## src/rtl/shift_pkg.sv

```systemverilog
// Shared types and constants for the serial capture datapath.
// Latency: n/a (declarations only).
// Backpressure: n/a (declarations only).
package shift_pkg;

   // Receive FSM states; PARITY is only reachable when SHIFT_DESER_PARITY_EN is defined
   typedef enum logic [1:0] {
      IDLE   = 2'd0,
      SHIFT  = 2'd1,
      PARITY = 2'd2
   } state_t;

   localparam logic DIR_MSB = 1'b0;
   localparam logic DIR_LSB = 1'b1;

endpackage

```

## src/rtl/shift_out_buf.sv

```systemverilog
// One-entry holding register for completed words: q/q_valid/par_err plus sticky overrun.
// Latency: a word offered at edge N is visible on q after edge N.
// Backpressure: a word offered while q is held and not being taken is dropped and flags overrun.
module shift_out_buf #(
   parameter int WIDTH = 4
) (
   input  logic             clk,
   input  logic             rst,
   input  logic             word_vld,
   input  logic [WIDTH-1:0] word_dat,
   input  logic             word_perr,
   input  logic             q_ready,
   input  logic             clr_ovr,
   output logic [WIDTH-1:0] q,
   output logic             q_valid,
   output logic             par_err,
   output logic             overrun
);

   logic can_load;

   // The slot is free if empty, or if its current word leaves this very cycle
   assign can_load = !q_valid || q_ready;

   // Holding register: load on delivery, empty on consume; q keeps its last value when emptied
   always_ff @(posedge clk or negedge rst) begin
      if (!rst) begin
         q       <= '0;
         q_valid <= 1'b0;
         par_err <= 1'b0;
      end else if (word_vld && can_load) begin
         q       <= word_dat;
         q_valid <= 1'b1;
         par_err <= word_perr;
      end else if (q_valid && q_ready) begin
         q_valid <= 1'b0;
      end
   end

   // Sticky drop flag; a drop in the same cycle as a clear keeps the flag set
   always_ff @(posedge clk or negedge rst) begin
      if (!rst) begin
         overrun <= 1'b0;
      end else if (word_vld && !can_load) begin
         overrun <= 1'b1;
      end else if (clr_ovr) begin
         overrun <= 1'b0;
      end
   end

endmodule

```

## src/rtl/shift_deser.sv

```systemverilog
// Serial-in/parallel-out receiver: one bit per cycle into WIDTH-bit words, per-word bit order, sync realign.
// Latency: q/q_valid update on the edge that samples the last bit (the parity bit with SHIFT_DESER_PARITY_EN).
// Backpressure: none on the serial side; words completing while the output slot is held are dropped (overrun).
module shift_deser
   import shift_pkg::*;
#(
   parameter int WIDTH = 4,
   parameter int CNT_W = $clog2(WIDTH+1)
) (
   input  logic             clk,
   input  logic             rst,
   input  logic             sin,
   input  logic             sin_valid,
   input  logic             sync,
   input  logic             dir,
   output logic [WIDTH-1:0] q,
   output logic             q_valid,
   input  logic             q_ready,
   output logic [CNT_W-1:0] bit_cnt,
   output logic             overrun,
   input  logic             clr_ovr,
   output logic             par_err
);

   localparam logic [CNT_W-1:0] LAST_BIT = CNT_W'(WIDTH-1);

   state_t           state, state_nxt;
   logic [WIDTH-1:0] shreg, shreg_nxt;
   logic [CNT_W-1:0] cnt_nxt;
   logic             dir_q, dir_nxt;
   logic [WIDTH-1:0] shift_cont;
   logic [WIDTH-1:0] shift_new;
   logic             start;
   logic             word_vld;
   logic [WIDTH-1:0] word_dat;
   logic             word_perr;
`ifdef SHIFT_DESER_PARITY_EN
   logic             par_acc, par_nxt;
`endif

   // Continuing a word uses the latched order; a new word uses the live dir and starts from a clean register
   assign shift_cont = (dir_q == DIR_LSB) ? {sin, shreg[WIDTH-1:1]} : {shreg[WIDTH-2:0], sin};
   assign shift_new  = (dir == DIR_MSB)   ? {{(WIDTH-1){1'b0}}, sin} : {sin, {(WIDTH-1){1'b0}}};

   // Receive state and datapath registers
   always_ff @(posedge clk or negedge rst) begin
      if (!rst) begin
         state   <= IDLE;
         shreg   <= '0;
         bit_cnt <= '0;
         dir_q   <= DIR_MSB;
`ifdef SHIFT_DESER_PARITY_EN
         par_acc <= 1'b0;
`endif
      end else begin
         state   <= state_nxt;
         shreg   <= shreg_nxt;
         bit_cnt <= cnt_nxt;
         dir_q   <= dir_nxt;
`ifdef SHIFT_DESER_PARITY_EN
         par_acc <= par_nxt;
`endif
      end
   end

   // Next-state, shift and word-completion decode; everything holds while sin_valid is low
   always_comb begin
      state_nxt = state;
      shreg_nxt = shreg;
      cnt_nxt   = bit_cnt;
      dir_nxt   = dir_q;
      start     = 1'b0;
      word_vld  = 1'b0;
      word_dat  = shreg;
      word_perr = 1'b0;
`ifdef SHIFT_DESER_PARITY_EN
      par_nxt   = par_acc;
`endif
      if (sin_valid) begin
         case (state)
            IDLE: begin
               start = 1'b1;
            end
            SHIFT: begin
               if (sync) begin
                  start = 1'b1;
               end else begin
                  shreg_nxt = shift_cont;
`ifdef SHIFT_DESER_PARITY_EN
                  par_nxt   = par_acc ^ sin;
`endif
                  if (bit_cnt == LAST_BIT) begin
                     cnt_nxt = '0;
`ifdef SHIFT_DESER_PARITY_EN
                     state_nxt = PARITY;
`else
                     state_nxt = IDLE;
                     word_vld  = 1'b1;
                     word_dat  = shift_cont;
`endif
                  end else begin
                     cnt_nxt = bit_cnt + CNT_W'(1);
                  end
               end
            end
`ifdef SHIFT_DESER_PARITY_EN
            PARITY: begin
               if (sync) begin
                  start = 1'b1;
               end else begin
                  state_nxt = IDLE;
                  word_vld  = 1'b1;
                  word_dat  = shreg;
                  word_perr = par_acc ^ sin;
               end
            end
`endif
            default: begin
               state_nxt = IDLE;
            end
         endcase
         if (start) begin
            state_nxt = SHIFT;
            shreg_nxt = shift_new;
            cnt_nxt   = CNT_W'(1);
            dir_nxt   = dir;
`ifdef SHIFT_DESER_PARITY_EN
            par_nxt   = sin;
`endif
         end
      end
   end

   shift_out_buf #(
      .WIDTH (WIDTH)
   ) u_out_buf (
      .clk       (clk),
      .rst       (rst),
      .word_vld  (word_vld),
      .word_dat  (word_dat),
      .word_perr (word_perr),
      .q_ready   (q_ready),
      .clr_ovr   (clr_ovr),
      .q         (q),
      .q_valid   (q_valid),
      .par_err   (par_err),
      .overrun   (overrun)
   );

endmodule

```

## config.mk

```make
export PLATFORM = sky130hd
export DESIGN_NAME = shift_deser
export DESIGN_NICKNAME = d
export VERILOG_FILES = /design/src/rtl/shift_pkg.sv /design/src/rtl/shift_out_buf.sv /design/src/rtl/shift_deser.sv
export SDC_FILE = /design/constraint.sdc
export NUM_CORES = 1
export LEC_CHECK = 0
export BUFFER_PORTS_ARGS = -buffer_cell sky130_fd_sc_hd__buf_2
export CAP_MARGIN = 20
export CORE_MARGIN = 10
export CORE_UTILIZATION = 40
export CTS_CLUSTER_SIZE = 24
export DETAILED_ROUTE_END_ITERATION = 7
export PLACE_DENSITY = 0.65
export SLEW_MARGIN = 20
export SYNTH_ARGS = -nofsm -noshare
export SYNTH_HDL_FRONTEND = slang
export SYNTH_SLANG_ARGS = --single-unit
export TNS_END_PERCENT = 30
```

## constraint.sdc

```tcl
create_clock -name clk -period 2.2 [get_ports clk]
set_clock_uncertainty 0.2 [all_clocks]
set_input_delay 0.44 -clock clk [delete_from_list [all_inputs] [get_ports clk]]
set_output_delay 0.44 -clock clk [all_outputs]
set_load 0.05 [all_outputs]
```

Yosys cells after proc, flatten, opt, wreduce, memory -nomap -nowiden
Cells that the tools add are included.
W data, S select, Z words.
{"block": "classes", "muxes": 28, "n_addsub": 1, "n_reduce_logical": 13, "eq_ne": 6}
{"cell": "$mux W4", "n": 9}
{"cell": "$mux W3", "n": 4}
{"cell": "$mux W1", "n": 10}
{"cell": "$mux W2", "n": 3}
{"cell": "$ne A3 B3 Y1 const B", "n": 2}
{"cell": "$reduce_bool A2 Y1", "n": 3}
{"cell": "$pmux W2 S2", "n": 1}
{"cell": "$reduce_and A4 Y1", "n": 1}
{"cell": "$add A3 B1 Y3 const B", "n": 1}
{"cell": "$eq A3 B2 Y1 const B", "n": 1}
{"cell": "$logic_and A1 B1 Y1", "n": 3}
{"cell": "$reduce_and A3 Y1", "n": 1}
{"cell": "$eq A2 B1 Y1 const B", "n": 1}
{"cell": "$logic_not A1 Y1", "n": 2}
{"cell": "$logic_not A2 Y1", "n": 1}
{"cell": "$ne A2 B1 Y1 const B", "n": 1}
{"cell": "$ne A2 B2 Y1 const B", "n": 1}
{"cell": "$pmux W1 S2", "n": 1}
{"cell": "$reduce_and A2 Y1", "n": 1}
{"cell": "$logic_or A1 B1 Y1", "n": 1}
{"block": "word_totals", "out_inout_bits": 10, "register_bits": 16, "input_bits": 8, "elab_cells": 55}

Depth between registers and ports, before layout
{"block": "logic_depth", "depth_word": 7, "ltp_mapped": 4, "mapped_depth_nobuf": 4}

Cells and area by module
Synthesis repeated with hierarchy kept, for this count alone.
{"block": "hier_totals", "hier_cells": 68, "area_unflattened_um2": 837.1}
{"module": "shift_deser", "seq_area_each_um2": 225.2, "cells_per_inst": 50, "n_inst": 1, "area_each_um2": 544.3}
{"module": "shift_out_buf", "seq_area_each_um2": 175.2, "cells_per_inst": 18, "n_inst": 1, "area_each_um2": 292.8}

Least setup slack after synthesis
No wires, ideal clock.
{"block": "synth_timing", "path_type": "reg2reg", "from": "register bit_cnt[0]", "to": "register u_out_buf.q[0]", "t_arrival_ps": 1751, "n_path_buf": 0, "path_stages_with_launch": 5, "slack_ps": 124, "synth_period_minus_slack_ps": 2076, "path_cell_list": "dfrtp_1 > ha_1 > or2b_1 > nor3b_4 > mux2_2"}
{"block": "synth_via", "elab_chain_len": 6}
{"element": "start: declaration", "line": "shift_deser.sv:19", "source": "output logic [CNT_W-1:0] bit_cnt,"}
{"element": "start signal: assignment", "line": "shift_deser.sv:58", "source": "bit_cnt <= cnt_nxt;"}
{"element": "$eq A3 B2 Y1 (*)", "line": "shift_deser.sv:92", "source": "if (bit_cnt == LAST_BIT) begin"}
{"element": "$mux W1", "line": "shift_deser.sv:92"}
{"element": "$mux W1", "line": "shift_deser.sv:85", "source": "if (sync) begin"}
{"element": "$mux W1", "line": "shift_deser.sv:80", "source": "case (state)"}
{"element": "$mux W1", "line": "shift_deser.sv:79", "source": "if (sin_valid) begin"}
{"element": "$logic_and A1 B1 Y1", "line": "shift_out_buf.sv:31", "source": "end else if (word_vld && can_load) begin"}
{"element": "end signal: assignment", "line": "shift_out_buf.sv:32", "source": "q <= word_dat;"}
{"element": "end: declaration", "line": "shift_out_buf.sv:14", "source": "output logic [WIDTH-1:0] q,"}
Mark *: on every way between the ends. The rest lies on a longest branch, timed or not.
A chain may end at the register's enable or synchronous reset.

Final worst setup path
Ends and elaborated chain as after synthesis.

==> flow_summary.ini <==
[worst_setup_path]
crit_required_ps = 2170
critPathCapture = u_out_buf.q[0]
end_kind = register
cp.arrival_ps = 1820
crit_path_start_kind = register
setup.worst_path.class = register to register
r2r_slack_ps = 350
worstReg2RegStart = bit_cnt[0]
critPathMaxFanout = 4
reg2reg_to = u_out_buf.q[0]
reg2reg_depth = 4
startpoint = bit_cnt[0]

[power_and_ir_drop]
p_leak_uw = 0.000404
p_comb_share_pct = 39.6
power_density_mw_per_mm2 = 1040
peakVddDrop_mv = 0.647
p_sw_share_pct = 41.8
internal_power_uw = 505
clkPwrFrac_pct = 17.7
seq_power_share_pct = 42.8
p_switching_uw = 363
power_uw = 868

[grt]
grtUsageTotal_pct = 8.59
grt-ovfl-total = 0
grt_first_pass_wirelength_mm = 2.46
grt_max_degree = 16
grt_pass1_vias = 535
grt_antenna_before_repair = 0

[detailed_routing]
finalWirelength_mm = 1.38
wl_per_cell_um = 13.9
firstDrtPassIters = 4
ant_nets = 0
via_per_inst = 5.07
drt-initial-drc-count = 11
via_count = 502
drc_errors = 0

[sta]
finalCriticalPeriod_ps = 1850
rsz0062_at_grt = false
finalSetupTns_ps = 0
finalHoldViolations = 0
fmax_mhz = 541
drv_slew = 0
final-setup-viol-count = 0
setup_ws_ps = 353
post-route-period-util_pct = 84.0

[finish]
mostFrequentLayoutCell = buf_2
fin_cells = 99
area_growth_pct = 19.3
layout_common_cells = buf_2, dfrtp_1, mux2_2
nets = 92
antenna_cells = 0
drive_gt1_share_pct = 37.8

[yosys]
synth_warnings = 0
synth_top_family_by_area = simple AND/OR/NAND/NOR gates
synth_nets = 71
syn_inst = 62
synth_compound_area_share_pct = 7.69
async_flop_share_pct = 100
muxShareOfSynthArea_pct = 14.1
netlist_area_um2 = 699
synth-seq-cells = 15
synth-adder-area-share_pct = 1.79
yosysSeqAreaShare_pct = 53.7
yosys.area_share.xor_xnor_pct = 0
yosys.area_share.simple_pct = 17.9
ys_types = 24
synth_edf_count = 0
synth_ff_type = dfrtp_1
syn_avg_cell_area_um2 = 11.3

[floorplanning]
die-area_mm2 = 0.00382
die_x_um = 61.8
rows = 15
die_h_um = 61.8
coreArea_mm2 = 0.00169
start_util_pct = 41.4
boundaryPins = 18

[clocking]
cts_tree = yes
post_cts_resized = 0
htreeDepth = 1
cts_buffers = 3
clk_pin_slew_worst_paths_ps = 90
cts_max_path_buffers = 2
holdBufCountCts = 1
post-cts-setup-buffers = 0
cts_root_buf = clkbuf_4
clock_latency_ps = 280
cts_sinks = 15

[run_status]
outcome = completed

[place]
hpwl_mm = 1.07
place_inst = 94
place_ws_ps = 363
routabilityCongestion = 0.795
portBuffers = 16

[worst_hold_path]
hp-class = input pin to register

[run]
drv_cap = 0
per-layer routing:
layer / track usage (%) / wire, µm / vias to the layer above
li1: - / - / 252
met1: 10.4 / 681 / 230
met2: 12.3 / 555 / 18
met3: 5.08 / 127 / 2
met4: 2.87 / 11 / 0
met5: 0 / 0 / -
how the worst min path moves through the flow:
stage                  from                 to  slack [ps]  depth (start not counted)
finish              clr_ovr  u_out_buf.overrun         140                          2
global route        clr_ovr  u_out_buf.overrun         140                          2
CTS                 clr_ovr  u_out_buf.overrun         130                          2
detailed placement      rst         bit_cnt[1]         160                          1
global placement        rst         bit_cnt[1]         160                          1
floorplan               rst         bit_cnt[0]         -60                          0
cells in the mapped netlist (2+ instances only):
| master | n | area [µm²] |
|---|---|---|
| a31oi_1 | 3 | 18.8 |
| dfrtp_1 | 15 | 375 |
| inv_1 | 5 | 18.8 |
| mux2_2 | 7 | 78.8 |
| mux2i_1 | 2 | 20.0 |
| nand2_1 | 4 | 15.0 |
| nand2b_1 | 3 | 18.8 |
| nand3_1 | 2 | 10.0 |
| nor2_1 | 3 | 11.3 |
| o21ai_0 | 3 | 15.0 |
| o22ai_1 | 2 | 12.5 |
sequential cells by signal, summed over array words and instances, names as in the netlist:
| signal | cells |
|---|---|
| dir_q | 1 |
| bit_cnt | 3 |
| shreg | 4 |
| u_out_buf.overrun | 1 |
| u_out_buf.q_valid | 1 |
| u_out_buf.q | 4 |
| state | 1 |
through the flow:
stage | hold slack (ps) | util (%) | cell area (µm²)
6_report | 142 | 49.4 | 835
5_1_grt | 140 | 49.4 | 835
3_5_place_dp | 162 | 47.2 | 797
4_1_cts | 127 | 49.4 | 835
3_3_place_gp | 163 | 47.2 | 797
2_1_floorplan | -55.6 | - | 699
kinds of logic after synthesis:
| family | count (synthesis) |
|---|---|
| other cells | 1 |
| simple gates | 20 |
| fa+ha+maj | 1 |
| flops | 15 |
| buf+inv | 7 |
| mux | 9 |
| compound gates | 9 |
layout make-up:
| cell class | count | area, µm² |
|---|---|---|
| multi-input combinational | 40 | 294 |
| tap | 17 | 21.3 |
| sequential | 15 | 375 |
| clock inverter | 1 | 5.00 |
| timing repair buffer | 18 | 97.6 |
| fill | 163 | 855 |
| inverter | 5 | 18.8 |
| clock buffer | 3 | 22.5 |
critical path: stages (launching register included):
cell and delay [ps]:
dfrtp_1 390, ha_1 170, or2b_1 310, nor3b_4 290, mux2_2 370
power groups by stage:
stage | logic (µW) | registers [µW] | clock network, µW
after global routing | 373 | 381 | 174
after detailed placement | 346 | 377 | 0
after CTS | 349 | 372 | 165
after floorplan | 113 | 523 | 0
after global placement | 342 | 376 | 0
final | 344 | 371 | 153
Power figures use the tool's default switching activity.
